[src/rtl/b_resp_gen_if.sv]
// Bus bundle between the AW/W acceptance logic, the write-response
// generator and the B-channel interconnect slave port.
interface b_resp_gen_if #(
  parameter int sID_width  = 6,
  parameter int user_width = 1
);
  // AW side
  logic                  aw_push;
  logic [sID_width-1:0]  aw_id;
  logic [user_width-1:0] aw_user;
  logic                  aw_decerr;
  logic                  aw_full;
  // W side
  logic                  wlast_push;
  logic                  w_err;
  logic                  wl_ready;
  // B side
  logic [sID_width-1:0]  BID;
  logic [1:0]            BRESP;
  logic                  BVALID;
  logic [user_width-1:0] BUSER;
  logic                  BREADY;
  // status
  logic                  prot_err;

  modport slave (
    input  aw_push, aw_id, aw_user, aw_decerr, wlast_push, w_err, BREADY,
    output aw_full, wl_ready, BID, BRESP, BVALID, BUSER, prot_err
  );

  modport master (
    output aw_push, aw_id, aw_user, aw_decerr, wlast_push, w_err, BREADY,
    input  aw_full, wl_ready, BID, BRESP, BVALID, BUSER, prot_err
  );
endinterface

[src/rtl/b_resp_gen.sv]
// Slave-side write-response generator. Queues {ID, user, decode status}
// of every accepted AW, pairs each accepted WLAST beat with the oldest
// queued AW, and presents the resulting response through a B-channel FIFO.
module b_resp_gen #(
  parameter int sID_width  = 6,
  parameter int user_width = 1,
  parameter int DEPTH      = 4
) (
  input  logic          clk,
  input  logic          reset_n,
  b_resp_gen_if.slave   bus
);

  localparam int unsigned PW  = $clog2(DEPTH);
  localparam int unsigned CW  = PW + 1;
  localparam int unsigned AEW = sID_width + user_width + 1;
  localparam int unsigned REW = sID_width + user_width + 2;

  localparam logic [CW-1:0] FULL_CNT = CW'(DEPTH);
  localparam logic [CW-1:0] CNT_ONE  = CW'(1);
  localparam logic [CW-1:0] CNT_ZERO = CW'(0);
  localparam logic [PW-1:0] PTR_ONE  = PW'(1);

  // DECERR outranks SLVERR; otherwise OKAY.
  function automatic logic [1:0] resp_code(input logic decerr, input logic werr);
    logic [1:0] code;
    if (decerr) begin
      code = 2'b11;
    end else if (werr) begin
      code = 2'b10;
    end else begin
      code = 2'b00;
    end
    return code;
  endfunction

  // AW-ID queue state
  logic [AEW-1:0] aw_mem_q [DEPTH];
  logic [PW-1:0]  aw_wp_q, aw_wp_d;
  logic [PW-1:0]  aw_rp_q, aw_rp_d;
  logic [CW-1:0]  aw_cnt_q, aw_cnt_d;

  // Response FIFO state
  logic [REW-1:0] rs_mem_q [DEPTH];
  logic [PW-1:0]  rs_wp_q, rs_wp_d;
  logic [PW-1:0]  rs_rp_q, rs_rp_d;
  logic [CW-1:0]  rs_cnt_q, rs_cnt_d;

  logic           prot_err_q, prot_err_d;

  logic           aw_full_s, rs_full_s, wl_ready_s, bvalid_s;
  logic           aw_push_ok_s, wl_ok_s, b_pop_s, illegal_s;
  logic [AEW-1:0] aw_head_s;
  logic [REW-1:0] rs_entry_s;
  logic [REW-1:0] rs_head_s;

  // Status and handshake qualification, from registered counts only.
  always_comb begin
    aw_full_s    = (aw_cnt_q == FULL_CNT);
    rs_full_s    = (rs_cnt_q == FULL_CNT);
    wl_ready_s   = (aw_cnt_q != CNT_ZERO) && !rs_full_s;
    bvalid_s     = (rs_cnt_q != CNT_ZERO);
    aw_push_ok_s = bus.aw_push && !aw_full_s;
    wl_ok_s      = bus.wlast_push && wl_ready_s;
    b_pop_s      = bvalid_s && bus.BREADY;
    illegal_s    = (bus.aw_push && aw_full_s) || (bus.wlast_push && !wl_ready_s);
    aw_head_s    = aw_mem_q[aw_rp_q];
    rs_head_s    = rs_mem_q[rs_rp_q];
    rs_entry_s   = {aw_head_s[AEW-1 -: sID_width],
                    aw_head_s[user_width:1],
                    resp_code(aw_head_s[0], bus.w_err)};
  end

  // Next-state pointers, counts and the sticky protocol error.
  always_comb begin
    aw_wp_d    = aw_push_ok_s ? aw_wp_q + PTR_ONE : aw_wp_q;
    aw_rp_d    = wl_ok_s      ? aw_rp_q + PTR_ONE : aw_rp_q;
    rs_wp_d    = wl_ok_s      ? rs_wp_q + PTR_ONE : rs_wp_q;
    rs_rp_d    = b_pop_s      ? rs_rp_q + PTR_ONE : rs_rp_q;
    prot_err_d = prot_err_q || illegal_s;
    case ({aw_push_ok_s, wl_ok_s})
      2'b10:   aw_cnt_d = aw_cnt_q + CNT_ONE;
      2'b01:   aw_cnt_d = aw_cnt_q - CNT_ONE;
      default: aw_cnt_d = aw_cnt_q;
    endcase
    case ({wl_ok_s, b_pop_s})
      2'b10:   rs_cnt_d = rs_cnt_q + CNT_ONE;
      2'b01:   rs_cnt_d = rs_cnt_q - CNT_ONE;
      default: rs_cnt_d = rs_cnt_q;
    endcase
  end

  // Pointer, count and error registers; reset empties both queues at once.
  always_ff @(posedge clk or negedge reset_n) begin
    if (!reset_n) begin
      aw_wp_q    <= '0;
      aw_rp_q    <= '0;
      aw_cnt_q   <= '0;
      rs_wp_q    <= '0;
      rs_rp_q    <= '0;
      rs_cnt_q   <= '0;
      prot_err_q <= 1'b0;
    end else begin
      aw_wp_q    <= aw_wp_d;
      aw_rp_q    <= aw_rp_d;
      aw_cnt_q   <= aw_cnt_d;
      rs_wp_q    <= rs_wp_d;
      rs_rp_q    <= rs_rp_d;
      rs_cnt_q   <= rs_cnt_d;
      prot_err_q <= prot_err_d;
    end
  end

  // Queue storage; contents are only meaningful while counted, so no reset.
  always_ff @(posedge clk) begin
    if (aw_push_ok_s) begin
      aw_mem_q[aw_wp_q] <= {bus.aw_id, bus.aw_user, bus.aw_decerr};
    end
    if (wl_ok_s) begin
      rs_mem_q[rs_wp_q] <= rs_entry_s;
    end
  end

  // Payload is forced to zero while no response is pending so the bus
  // never shows stale or uninitialised storage.
  assign bus.BVALID   = bvalid_s;
  assign bus.BID      = bvalid_s ? rs_head_s[REW-1 -: sID_width] : '0;
  assign bus.BUSER    = bvalid_s ? rs_head_s[user_width+1:2]     : '0;
  assign bus.BRESP    = bvalid_s ? rs_head_s[1:0]                : 2'b00;
  assign bus.aw_full  = aw_full_s;
  assign bus.wl_ready = wl_ready_s;
  assign bus.prot_err = prot_err_q;

endmodule
[src/flat_wrapper.sv]
// flat-port wrapper written by rule: the top's interface ports become plain ports
module b_resp_gen_flat 
#(
  parameter int sID_width  = 6,
  parameter int user_width = 1,
  parameter int DEPTH      = 4
)
  (clk, reset_n, bus_aw_push, bus_aw_id, bus_aw_user, bus_aw_decerr, bus_wlast_push, bus_w_err, bus_BREADY, bus_aw_full, bus_wl_ready, bus_BID, bus_BRESP, bus_BVALID, bus_BUSER, bus_prot_err);
  b_resp_gen_if #(.sID_width(sID_width), .user_width(user_width)) bus_i ();
  input  logic clk;
  input  logic reset_n;
  input wire logic [$bits(bus_i.aw_push)-1:0] bus_aw_push;
  input wire logic [$bits(bus_i.aw_id)-1:0] bus_aw_id;
  input wire logic [$bits(bus_i.aw_user)-1:0] bus_aw_user;
  input wire logic [$bits(bus_i.aw_decerr)-1:0] bus_aw_decerr;
  input wire logic [$bits(bus_i.wlast_push)-1:0] bus_wlast_push;
  input wire logic [$bits(bus_i.w_err)-1:0] bus_w_err;
  input wire logic [$bits(bus_i.BREADY)-1:0] bus_BREADY;
  output wire logic [$bits(bus_i.aw_full)-1:0] bus_aw_full;
  output wire logic [$bits(bus_i.wl_ready)-1:0] bus_wl_ready;
  output wire logic [$bits(bus_i.BID)-1:0] bus_BID;
  output wire logic [$bits(bus_i.BRESP)-1:0] bus_BRESP;
  output wire logic [$bits(bus_i.BVALID)-1:0] bus_BVALID;
  output wire logic [$bits(bus_i.BUSER)-1:0] bus_BUSER;
  output wire logic [$bits(bus_i.prot_err)-1:0] bus_prot_err;
  assign bus_i.aw_push = bus_aw_push;
  assign bus_i.aw_id = bus_aw_id;
  assign bus_i.aw_user = bus_aw_user;
  assign bus_i.aw_decerr = bus_aw_decerr;
  assign bus_i.wlast_push = bus_wlast_push;
  assign bus_i.w_err = bus_w_err;
  assign bus_i.BREADY = bus_BREADY;
  assign bus_aw_full = bus_i.aw_full;
  assign bus_wl_ready = bus_i.wl_ready;
  assign bus_BID = bus_i.BID;
  assign bus_BRESP = bus_i.BRESP;
  assign bus_BVALID = bus_i.BVALID;
  assign bus_BUSER = bus_i.BUSER;
  assign bus_prot_err = bus_i.prot_err;
  b_resp_gen #(.sID_width(sID_width), .user_width(user_width), .DEPTH(DEPTH)) u_core (.clk(clk), .reset_n(reset_n), .bus(bus_i));
endmodule
[config.mk]
export PLATFORM = sky130hd
export DESIGN_NAME = b_resp_gen_flat
export DESIGN_NICKNAME = d
export VERILOG_FILES = /design/src/rtl/b_resp_gen_if.sv /design/src/rtl/b_resp_gen.sv /design/src/flat_wrapper.sv
export SDC_FILE = /design/constraint.sdc
export NUM_CORES = 1
export LEC_CHECK = 0
export ABC_CLOCK_PERIOD_IN_PS = 1950
export BUFFER_PORTS_ARGS = -buffer_cell sky130_fd_sc_hd__buf_2
export CAP_MARGIN = 10
export CORE_ASPECT_RATIO = 1.25
export CORE_MARGIN = 5
export CORE_UTILIZATION = 53
export CTS_CLUSTER_SIZE = 14
export DETAILED_ROUTE_END_ITERATION = 10
export PLACE_DENSITY = 0.8
export SLEW_MARGIN = 0
export SYNTH_ARGS = -nofsm -noshare
export SYNTH_HDL_FRONTEND = slang
export SYNTH_SLANG_ARGS = --single-unit
[constraint.sdc]
create_clock -name clk -period 1.95 [get_ports clk]
set_input_delay 0.0975 -clock clk [delete_from_list [all_inputs] [get_ports clk]]
set_output_delay 0.0975 -clock clk [all_outputs]
set_load 0.03 [all_outputs]
# Word-level counts from Yosys, hierarchy flattened
# Memories as Yosys holds them, arrays and structs flattened.
# Index checks and enable logic that the tools add are counted.
# word_totals
register_bits	15
mem_bits_rw	68
inputBits	14
out_inout_bits	13
elab_cells	49
mem_count	2
# op_classes
n_addsub	8
n_eq_ne	6
mux	11
n_reduce_logical	15
# memory_table
memory	depth	word_bits	rd	rd_ports_with_merged_regs	write_ports	line	text
u_core.rs_mem_q	4	9	1	0	1	b_resp_gen.sv:44	logic [REW-1:0] rs_mem_q [DEPTH];
u_core.aw_mem_q	4	8	1	0	1	b_resp_gen.sv:38	logic [AEW-1:0] aw_mem_q [DEPTH];
# ops
cell	count
case mux 3 bit (2 select lines)	2
adder 2 x 1 -> 2 bit, second input constant	4
adder 3 x 1 -> 3 bit, second input constant	2
== test 3 bit, second input constant	2
logical AND 1 bit	6
two-way mux 2 bit	3
two-way mux 6 bit	1
nonzero test 3 bit	2
subtractor 3 x 1 -> 3 bit, second input constant	2
two-way mux 1 bit	5
== test 2 x 1 -> 1 bit, second input constant	2
== test 2 bit, second input constant	2
nonzero test 2 bit	2
logical NOT 1 bit	3
logical OR 1 bit	2

# Longest topological paths before layout
# logic_depth
depth_word	7
mapped_depth	9
mapped_depth_nobuf	9

# Least setup slack after synthesis
# No wires, ideal clock.
# synth_path
kind	reg-to-reg
startpoint	reg u_core.aw_cnt_q[0]
endpoint	reg u_core.aw_cnt_q[2]
setup_ns	0.079
t_arrival_ns	2.222
required_ns	1.871
slack_ns	-0.351
path_stages_with_launch	10
path_buffers	0
period_less_slack_ns	2.301
cell_sequence	dfrtp_1 -> nor3b_2 -> nor2b_1 -> inv_1 -> ha_1 -> inv_1 -> fa_1 -> xor2_1 -> nor2_1 -> xor2_1
# synth_between
elab_chain_len	5
elab_cells_between_ends	12
classes_between	add/sub (2); eq/ne (3); mux (1); reduce/logical (6)
# synth_lines
item	line	text
start, declared	b_resp_gen.sv:41	logic [CW-1:0] aw_cnt_q, aw_cnt_d;
start signal, assigned	b_resp_gen.sv:106	aw_cnt_q <= aw_cnt_d;
== test 3 bit *	b_resp_gen.sv:59	aw_full_s = (aw_cnt_q == FULL_CNT);
net bus_aw_full	flat_wrapper.sv:19	output wire logic [$bits(bus_i.aw_full)-1:0] bus_aw_full;
logical NOT 1 bit *	b_resp_gen.sv:63	aw_push_ok_s = bus.aw_push && !aw_full_s;
logical AND 1 bit *	b_resp_gen.sv:63	
== test 2 x 1 -> 1 bit / == test 2 bit (equally long branches)	b_resp_gen.sv:81	case ({aw_push_ok_s, wl_ok_s})
case mux 3 bit (2 select lines) / nonzero test 2 bit (equally long branches)	--	
# The timed path passes the listed nets; every way through them passes the cells marked *.
# A chain may end at the register's enable or synchronous reset.

# Final worst setup path
# layout_path
startpoint	reg u_core.aw_cnt_q[0]
endpoint	reg u_core.rs_cnt_q[2]
# layout_between
elab_chain_len	5
elab_cells_between_ends	7
classes_between	eq/ne (2); mux (1); reduce/logical (4)
# layout_lines
item	line	text
nonzero test 3 bit *	b_resp_gen.sv:61	wl_ready_s = (aw_cnt_q != CNT_ZERO) && !rs_full_s;
logical AND 1 bit *	b_resp_gen.sv:61	
logical AND 1 bit *	b_resp_gen.sv:64	wl_ok_s = bus.wlast_push && wl_ready_s;
net u_core.wl_ok_s	b_resp_gen.sv:52	logic aw_push_ok_s, wl_ok_s, b_pop_s, illegal_s;
== test 2 x 1 -> 1 bit / == test 2 bit (equally long branches)	b_resp_gen.sv:86	case ({wl_ok_s, b_pop_s})
case mux 3 bit (2 select lines) / nonzero test 2 bit (equally long branches)	--	
end signal, assigned	b_resp_gen.sv:109	rs_cnt_q <= rs_cnt_d;
end, declared	b_resp_gen.sv:47	logic [CW-1:0] rs_cnt_q, rs_cnt_d;
# Marked as above.

==> impl_metrics.csv <==
group,metric,value,unit
status,status,"completed",
synth,synth.top_cell.area_share,59.7,%
power_and_ir_drop,p_int,0.00453,W
critical_path,cp_top_family,"adder cells",
layout,final-seq-area,2420,sq um
synth,ys_seq_elements,83,
timing,hold_viol_final,0,
critical_path,crit_path_cell_trace,"buf_12, nor3_4, nor3b_4, inv_1, ha_2, inv_2, fa_2, xor2_1, nor2_1, xor2_1",
floorplanning,core_area,6250,sq um
timing,report.final.slew_viol_count,0,
synth,synth_warnings,0,
floorplanning,die_w,81.9,um
synth,syn_area,3420,sq um
synth,syn-instance-count,180,
drt,drtIter0Drc,98,
critical_path,critPathMostFrequentCell,"xor2_1",
floorplanning,num_io_pins,27,
clock_tree,cts_made_buffers,9,
placed_design,port_buffers,26,
placed_design,dp_hpwl,3.39,mm
drt,drc,0,
layout,n_antenna_cell,0,
timing,setup_slack,25.3,ps
critical_path,r2r_setup_slack,30,ps
global_route,grtUsageTotal,14.8,%
drt,wl_met3,160,um
critical_path,path_buf_inv,3,
critical_path,crit_path_top_delay_cell,"dfrtp_2",
power_and_ir_drop,power_frac_clock,19.3,%
clock_tree,htreeDepth,3,
drt,top_layer,"met4",
layout,final_common_cell,"edfxtp_1",
drt,routed_wl,5.06,mm
drt,via_per_inst,5.01,
layout,n_fill_cell,431,
synth,synth_top_area_cell,"edfxtp_1",
hold_path,min_path_type,"in -> reg",
critical_path,arrival,2200,ps
timing,max_slew_margin,70.4,%
timing,max_freq,520,MHz
critical_path,worstSetupPathType,"reg -> reg",
clock_tree,path_clk_slew,80,ps
power_and_ir_drop,totalPowerFinal,0.00676,W
critical_path,critPathLaunchType,"register",
drt,num_vias,1643,
critical_path,crit_fanout,3,
placed_design,gp_congestion,0.752,
drt,drt-met1-wl,2.09,mm
floorplanning,start_util,54.8,%
timing,rsz0062_at_grt,"yes",
critical_path,end_kind,"register",
drt,wl_met2,2.73,mm
power_and_ir_drop,leakagePower,1.53,nW
global_route,grt_pass1_wl,8.59,mm
timing,fin_crit_sh,98.7,%
layout,drive_above_1_share,39.1,%
floorplanning,die-area,8170,sq um
clock_tree,cts-root-buf,"clkbuf_8",
layout,multi_input_area,961,sq um
placed_design,pre_cts_ws,-44.8,ps
clock_tree,cts_tree,"yes",
floorplanning,dieHeight,99.8,um
layout,area_delta_synth_final,20.3,%
synth,synth_nets,206,
global_route,antenna_found_initial,0,
drt,route.antenna.remaining_nets,0,
floorplanning,rows,32,
clock_tree,clockBufferDepth,2,
timing,setup_viol,0,
power_and_ir_drop,peakVddDrop,789,uV
timing,skew,7.99,ps
power_and_ir_drop,seq_power_share,42.1,%
synth,syn_area_per_cell,19.0,sq um
layout,nets,264,
synth,ys_seq_area_share,70.7,%
global_route,overflow,0,
timing,holdWs,17.7,ps
placed_design,placed_cell_area,3710,sq um
synth,yosys-top-cells-area,"edfxtp_1 (60%), mux4_2 (11%), dfrtp_1 (11%), ha_1 (3.7%), and2_1 (2.6%)",
critical_path,cpPeakStageDelay,440,ps
synth,synth_cell_types,29,
layout,final_area,4120,sq um
critical_path,cp.required,2230,ps
global_route,grt_max_degree,16,
power_and_ir_drop,power_density,1640,nW/um^2
global_route,grt_pass1_vias,1676,
timing,period_needed,1920,ps
power_and_ir_drop,swShare,33.0,%
timing,worst_slew_pin_slew,445,ps
drt,dr.pass1.iters,4,
flow_run,timing.max_cap.violations,0,
drt,wire_per_inst,15.4,um
layout,final_cell_mix,"edfxtp_1 (68), buf_2 (26), mux4_2 (17), buf_4 (14), and2_1 (13)",
power_and_ir_drop,combinationalPowerShare,38.6,%
clock_tree,clk_latency,340,ps
clock_tree,clock_sinks,83,
power_and_ir_drop,power.switching,0.00223,W
[synth_stat cells]
library cell / count
a21oi_1: 1
and2_1: 14
and2_2: 4
buf_2: 1
buf_4: 1
buf_6: 1
clkbuf_1: 2
dfrtp_1: 15
edfxtp_1: 68
fa_1: 2
ha_1: 10
inv_1: 12
mux2_2: 1
mux2_4: 1
mux2i_1: 1
mux4_2: 17
nand2_1: 3
nand3_1: 1
nor2_1: 3
nor2b_1: 1
nor3_1: 1
nor3_2: 1
nor3b_2: 2
nor3b_4: 1
o21ai_0: 2
or2_1: 1
or3_1: 1
xnor2_1: 5
xor2_1: 7
[metrics by stage]
step	setup TNS [ps]	cells	utilization, %
3_3_place_gp	0	296	59.5
5_1_grt	-157	328	65.9
3_5_place_dp	-44.8	296	59.5
2_1_floorplan	-138	180	-
4_1_cts	0	323	64.9
6_report	0	328	65.9
[sequential cells by signal, summed over array words and instances, names as in the netlist, 2 cells and up]
signal           count
u_core.aw_cnt_q      3
u_core.aw_mem_q     32
u_core.aw_rp_q       2
u_core.aw_wp_q       2
u_core.rs_cnt_q      3
u_core.rs_mem_q     36
u_core.rs_rp_q       2
u_core.rs_wp_q       2
[worst reg2reg max path, delay by kind of cell, from the launching register on]
family | cells | cell delay, ps
adders and majority gates | 2 | 520
DFF | 1 | 440
xor gates and xnor gates | 2 | 280
buffers and inverters | 3 | 250
and+or+nand+nor | 3 | 380
[cell type report]
class,count,area share [%]
clock inverters,7,2.22
clock buffers,9,3.01
inverters,12,1.09
multi-input cells,80,23.3
repair buffers,52,8.91
well taps,85,2.58
flip-flops and latches,83,58.8
[cells by family (layout without fill, tap and decap cells)]
logic type,Yosys count,in the layout,synth area share [%]
DFF,83,83,70.7
and+or+nand+nor,33,33,6.51
muxes,20,20,12.3
buffers and inverters,17,80,2.23
adders and majority gates,12,12,4.83
xor gates and xnor gates,12,12,3.07
AOI/OAI and AO/OA,3,3,0.439
[final timing paths]
path	start	to	cells after the start
worst max-delay path	u_core.aw_cnt_q[0]	u_core.rs_cnt_q[2]	10
worst min-delay path	bus_wlast_push	u_core.bus.prot_err	3
worst max register to register	u_core.aw_cnt_q[0]	u_core.rs_cnt_q[2]	10
worst min register to register	u_core.bus.prot_err	u_core.bus.prot_err	2
max in group asynchronous	reset_n	u_core.aw_cnt_q[2]	2
min in group asynchronous	reset_n	u_core.rs_cnt_q[2]	2
[power groups by stage]
| stage | logic (W) | registers (W) | clock network, W |
|---|---|---|---|
| finish | 0.00261 | 0.00284 | 0.00130 |
| global route | 0.00287 | 0.00291 | 0.00142 |
| CTS | 0.00252 | 0.00285 | 0.00133 |
| detailed placement | 0.00247 | 0.00287 | 0 |
| global placement | 0.00241 | 0.00284 | 0 |
| floorplan | 0.00190 | 0.00277 | 0 |
[per-layer routing]
| metal | global-route usage [%] | vias up |
|---|---|---|
| met3 | 4.04 | 7 |
| met5 | 0 | - |
| met2 | 23.1 | 26 |
| met4 | 7.67 | 0 |
| met1 | 18.6 | 827 |
| li1 | - | 783 |
[timing repair]
action	CTS	global route
hold endpoints to repair	48	0
setup endpoints to repair	2	8
cloned	0	0
setup buffers	1	5
hold buffers	10	0
pin swaps	0	10
gates resized for setup	3	9
(Power assumes the default switching activity.)
